<file path="src/rtl/jtag_scan_master.sv">
// jtag_scan_master: host-side JTAG initiator for user-chain IR/DR scans.
// Walks the TAP from Run-Test/Idle through Shift and back; drives TCK/TMS/TDI.
// Ports: CLK, RST (async, active-high)
//        cmd_valid/cmd_ready, cmd_is_ir, cmd_len, cmd_data (LSB first)
//        rsp_valid (1-cycle pulse), rsp_data (captured TDO, LSB first)
//        TCK, TMS, TDI (to target), TDO (from target)
module jtag_scan_master #(
    parameter int DIV      = 4,
    parameter int MAX_BITS = 32,
    parameter int LEN_W    = $clog2(MAX_BITS + 1)
) (
    input  logic                CLK,
    input  logic                RST,
    input  logic                cmd_valid,
    output logic                cmd_ready,
    input  logic                cmd_is_ir,
    input  logic [LEN_W-1:0]    cmd_len,
    input  logic [MAX_BITS-1:0] cmd_data,
    output logic                rsp_valid,
    output logic [MAX_BITS-1:0] rsp_data,
    output logic                TCK,
    output logic                TMS,
    output logic                TDI,
    input  logic                TDO
);

    localparam int CNT_W = (DIV > 1) ? $clog2(2 * DIV) : 1;
    localparam int IDX_W = LEN_W + 2;
    localparam int K_W   = (MAX_BITS > 1) ? $clog2(MAX_BITS) : 1;

    localparam logic [CNT_W-1:0] CNT_TOP  = CNT_W'(2 * DIV - 1);
    localparam logic [CNT_W-1:0] CNT_RISE = CNT_W'(DIV - 1);
    localparam logic [LEN_W-1:0] MAX_LEN  = LEN_W'(MAX_BITS);

    typedef enum logic [1:0] {INIT, IDLE, RUN, DONE} state_t;

    state_t              state;
    logic [CNT_W-1:0]    cnt;
    logic [IDX_W-1:0]    idx;
    logic [IDX_W-1:0]    len;
    logic                is_ir;
    logic [MAX_BITS-1:0] dreg;
    logic [MAX_BITS-1:0] cap;

    logic                accept;
    logic [IDX_W-1:0]    off;
    logic [IDX_W-1:0]    n_pulses;
    logic [K_W-1:0]      k_nxt;
    logic [K_W-1:0]      k_cur;
    logic                sh_nxt;
    logic                sh_cur;
    logic                tms_nxt;
    logic                seq_end;

    assign accept = cmd_valid && cmd_ready;

    // idx counts pulses already issued: idx is the next pulse to
    // launch, idx-1 the pulse currently on the wire.
    always_comb begin
        off      = is_ir ? IDX_W'(4) : IDX_W'(3);
        n_pulses = (state == INIT) ? IDX_W'(6) : off + len + IDX_W'(2);
        k_nxt    = K_W'(idx - off);
        k_cur    = K_W'(idx - off - IDX_W'(1));
        sh_nxt   = (state == RUN) && (idx >= off) && (idx < off + len);
        sh_cur   = (state == RUN) && (idx > off) && (idx <= off + len);
        seq_end  = (idx == n_pulses) || ((state == RUN) && (len == '0));
        if (state == INIT) begin
            tms_nxt = (idx < IDX_W'(5));
        end else if (idx < off) begin
            tms_nxt = (idx == '0) || (is_ir && (idx == IDX_W'(1)));
        end else if (idx + IDX_W'(1) < off + len) begin
            tms_nxt = 1'b0;
        end else begin
            tms_nxt = (idx <= off + len);
        end
    end

    // A sequence starts with cnt parked at the fall point, so its first
    // cycle behaves like a TCK fall and launches pulse 0.
    always_ff @(posedge CLK or posedge RST) begin
        if (RST) begin
            state     <= INIT;
            cnt       <= CNT_TOP;
            idx       <= '0;
            len       <= '0;
            is_ir     <= 1'b0;
            dreg      <= '0;
            cap       <= '0;
            TCK       <= 1'b0;
            TMS       <= 1'b1;
            TDI       <= 1'b0;
            cmd_ready <= 1'b0;
            rsp_valid <= 1'b0;
            rsp_data  <= '0;
        end else begin
            rsp_valid <= 1'b0;
            unique case (state)
                IDLE, DONE: begin
                    TCK       <= 1'b0;
                    TMS       <= 1'b0;
                    TDI       <= 1'b0;
                    cmd_ready <= 1'b1;
                    state     <= IDLE;
                    if (accept) begin
                        state     <= RUN;
                        cmd_ready <= 1'b0;
                        is_ir     <= cmd_is_ir;
                        len       <= (cmd_len > MAX_LEN) ? IDX_W'(MAX_LEN)
                                                         : IDX_W'(cmd_len);
                        dreg      <= cmd_data;
                        cap       <= '0;
                        idx       <= '0;
                        cnt       <= CNT_TOP;
                    end
                end
                INIT, RUN: begin
                    if (cnt == CNT_TOP) begin
                        TCK <= 1'b0;
                        cnt <= '0;
                        if (seq_end) begin
                            TMS       <= 1'b0;
                            TDI       <= 1'b0;
                            cmd_ready <= 1'b1;
                            if (state == INIT) begin
                                state <= IDLE;
                            end else begin
                                state     <= DONE;
                                rsp_valid <= 1'b1;
                                rsp_data  <= cap;
                            end
                        end else begin
                            TMS <= tms_nxt;
                            TDI <= sh_nxt & dreg[k_nxt];
                            idx <= idx + IDX_W'(1);
                        end
                    end else begin
                        cnt <= cnt + CNT_W'(1);
                        if (cnt == CNT_RISE) begin
                            TCK <= 1'b1;
                            if (sh_cur) begin
                                cap[k_cur] <= TDO;
                            end
                        end
                    end
                end
            endcase
        end
    end

endmodule

</file>
<file path="config.mk">
export PLATFORM = sky130hd
export DESIGN_NAME = jtag_scan_master
export DESIGN_NICKNAME = d
export VERILOG_FILES = /design/src/rtl/jtag_scan_master.sv
export SDC_FILE = /design/constraint.sdc
export NUM_CORES = 1
export LEC_CHECK = 0
export CAP_MARGIN = 5
export CORE_UTILIZATION = 52
export DETAILED_ROUTE_END_ITERATION = 16
export PLACE_DENSITY = 0.74
export SYNTH_ARGS = -nofsm -noshare
export SYNTH_HDL_FRONTEND = slang
export SYNTH_SLANG_ARGS = --single-unit
</file>
<file path="constraint.sdc">
create_clock -name CLK -period 3.78 [get_ports CLK]
set_input_delay 0.567 -clock CLK [delete_from_list [all_inputs] [get_ports CLK]]
set_output_delay 0.567 -clock CLK [all_outputs]
set_load 0.01 [all_outputs]
</file>
==> impl_metrics.py <==
metrics = {
    "logic_synthesis": {
        "synth.most_common_cell": "dfrtp_1",
        "synth_common_cells": "116 x dfrtp_1, 69 x a21oi_1, 49 x clkbuf_1",
        "syn_area_mm2": 0.00729,
        "syn_area_per_cell_um2": 9.74,
        "synth_top_area_share_pct": 39.8,
        "synth-seq-cells": 120,
        "async_flop_share_pct": 100,
        "synth_edf_count": 0,
        "seq_area_frac_synth_pct": 41.2,
        "synth_cell_types": 66,
        "yosysTopAreaCell": "dfrtp_1",
        "synth-main-ff-cell": "dfrtp_1",
        "synthTopCellsByArea": "dfrtp_1 40%, mux2_2 5.4%, ha_1 4.8%",
        "netlist_instances": 749,
        "syn_nets": 822,
        "ys_warn_count": 0,
    },
    "pwr": {
        "ir_drop_mv": 0.500,
        "seqPwrFrac_pct": 23.5,
        "pwr-share-clk_pct": 22.2,
        "power.internal_w": 0.00476,
        "power.switching_w": 0.00354,
        "leakage_nw": 3.73,
        "power_density_mw_per_mm2": 923,
        "switching_share_pct": 42.6,
        "p_comb_share_pct": 54.2,
        "p_total_w": 0.00830,
    },
    "detailed_routing": {
        "ant_nets": 0,
        "drtIter0Drc": 686,
        "drt_first_pass_iters": 5,
        "wire_per_inst_um": 19.7,
        "drc": 0,
        "vias": 6524,
        "via_per_inst": 6.49,
        "wirelength_um": 19800,
    },
    "floorplanning": {
        "rows": 42,
        "coreArea_mm2": 0.0135,
        "ios": 80,
        "chipHeight_um": 120,
        "initial_core_util_pct": 54.2,
        "die_area_mm2": 0.0145,
        "die_x_um": 120,
    },
    "timing": {
        "fin_tns_setup_ns": 0,
        "max_freq_ghz": 0.281,
        "finalHoldViolCount": 0,
        "period_share_pct": 94.1,
        "maxSlewViolCount": 0,
        "rsz0062_at_grt": "false",
        "relSlewSlack_pct": 28.5,
        "setup_slack_ns": 0.223,
        "min_period_ns": 3.56,
        "fin_skew_ns": 0.0117,
        "worst_slew_pin_slew_ns": 1.07,
        "setup_violations": 0,
    },
    "placement": {
        "hpwlAfterDp_um": 13800,
        "dp.cells": 973,
        "numPortBuffers": 79,
        "dp_slack_ns": 0.171,
        "routabilityCongestion": 0.942,
    },
    "clocking": {
        "postCtsSetupRepairBufs": 0,
        "cts.repair.resized": 0,
        "clock-root-buffer": "clkbuf_16",
        "cts_htree_levels": 4,
        "cts_tree": "done",
        "cts_inserted_buffers": 17,
        "clk_path_buf_depth": 2,
        "clk_pin_slew_ns": 0.05,
        "hold_buffers": 0,
        "numClockSinks": 120,
        "insertion_delay_ns": 0.42,
    },
    "hold_path": {
        "hold_path_class": "reg2reg",
    },
    "flow_run": {
        "cap_violations": 0,
    },
    "cells_and_area": {
        "nFillCells": 1053,
        "final_cells": 1005,
        "final_nets": 889,
        "areaGrowthSynthToFinish_pct": 23.4,
        "drive_gt1_share_pct": 14.5,
        "n_antenna_cell": 0,
    },
    "worst_setup_path": {
        "cp-start-kind": "register",
        "crit_type": "reg2reg",
        "crit_arrival_ns": 3.90,
        "worstPathRequired_ns": 4.12,
        "worstPathMaxFanout": 22,
        "critPathCaptureType": "register",
    },
    "outcome": {
        "status": "completed",
    },
    "global_routing": {
        "antenna_found_initial": 0,
        "grt_pass1_vias": 6323,
        "grt_max_degree": 64,
        "track_usage_pct": 29.1,
        "grt_first_pass_wirelength_um": 32800,
        "grt-ovfl-total": 0,
    },
}
metal layers:
| metal | track usage [%] | wire, um | up-vias |
|---|---|---|---|
| met4 | 11.1 | 290 | 0 |
| met1 | 39.8 | 8910 | 3205 |
| met5 | 0 | 0 | - |
| met3 | 5.94 | 1230 | 23 |
| li1 | - | - | 3020 |
| met2 | 45.5 | 9400 | 276 |
area by class of cell:
| cell class | count | area [um^2] | share of cell area [%] |
|---|---|---|---|
| Inverter | 15 | 58.8 | 0.653 |
| Clock inverter | 7 | 160 | 1.78 |
| Timing Repair Buffer | 107 | 1030 | 11.4 |
| Sequential cell | 120 | 3010 | 33.4 |
| Multi-Input combinational cell | 555 | 4010 | 44.6 |
| Tap cell | 176 | 220 | 2.45 |
| Clock buffer | 25 | 515 | 5.73 |
path summary, 6_finish.rpt:
kind	start	end	slack [ns]	cells past startpoint
max	is_ir	cap[6]	0.22	13
min	TCK	TCK	0.49	1
max reg2reg	is_ir	cap[6]	0.22	13
min reg2reg	TCK	TCK	0.49	1
max in group asynchronous	RST	cnt[0]	2.38	3
min in group asynchronous	RST	dreg[26]	0.54	2
power groups by stage:
| stage | Combinational, W | Sequential, W | Clock, W |
|---|---|---|---|
| 4_1_cts | 0.00446 | 0.00195 | 0.00186 |
| 5_1_grt | 0.00494 | 0.00200 | 0.00192 |
| 3_5_place_dp | 0.00444 | 0.00196 | 0 |
| 2_1_floorplan | 0.00326 | 0.00184 | 0 |
| 6_report | 0.00450 | 0.00195 | 0.00185 |
| 3_3_place_gp | 0.00429 | 0.00193 | 0 |
flip-flops by register name, indices dropped and copies added, names as in the netlist, named ones only:
name       cells
rsp_data      32
rsp_valid      1
cnt            3
idx            8
TCK            1
dreg          32
cap           32
TDI            1
TMS            1
state          1
len            6
is_ir          1
cells by family (layout without fill, tap and decap cells):
kind of cell             after synthesis  count (layout)  synth area share [%]
adder cells (fa/ha/maj)               30              30                  5.35
buffers and inverters                 74             154                  4.00
multiplexers                          46              46                  8.63
AO/OA/AOI/OAI                        244             244                  22.3
flip-flops                           120             120                  41.2
XOR/XNOR                              13              13                  1.56
AND/OR/NAND/NOR                      222             222                  16.9
worst max-delay path, stage by stage, from the launching register on:
cell       delay, ns
dfrtp_1         0.38
buf_4           0.16
ha_1            0.36
or2_1           0.30
and3_4          0.22
or2_2           0.33
ha_1            0.30
and4_1          0.20
a41oi_1         0.25
o21ai_2         0.12
a21boi_1        0.24
buf_4           0.29
o21bai_1        0.18
o2bb2ai_1       0.15
per-stage QoR:
| stage | utilization, % | cell area, um^2 | hold slack, ns |
|---|---|---|---|
| 3_3_place_gp | 61.9 | 8320 | 0.477 |
| 4_1_cts | 66.9 | 9000 | 0.496 |
| 6_report | 66.9 | 9000 | 0.487 |
| 5_1_grt | 66.9 | 9000 | 0.513 |
| 3_5_place_dp | 61.9 | 8320 | 0.484 |
| 2_1_floorplan | - | 7290 | 0.469 |
layout by cell type, fill, tap and decap left out, types with 5 or more instances in the layout:
cell type,n
a32o_1,6
buf_4,26
a22o_1,8
nor2b_1,8
dfrtp_1,116
mux2_2,35
nor2_1,21
o21a_1,8
o211ai_1,38
mux4_2,10
nand2b_1,13
a211oi_1,8
nand3_1,42
or2_2,5
clkbuf_8,6
bufinv_16,5
xnor2_1,7
nor3_1,16
o21ai_0,47
clkdlybuf4s50_1,79
inv_1,13
clkbuf_16,17
o21bai_1,12
nand4_1,36
o2bb2ai_1,9
ha_1,28
and3_1,32
a21oi_1,69
and2_1,5
nand2_1,25
(Power assumes the default switching activity.)
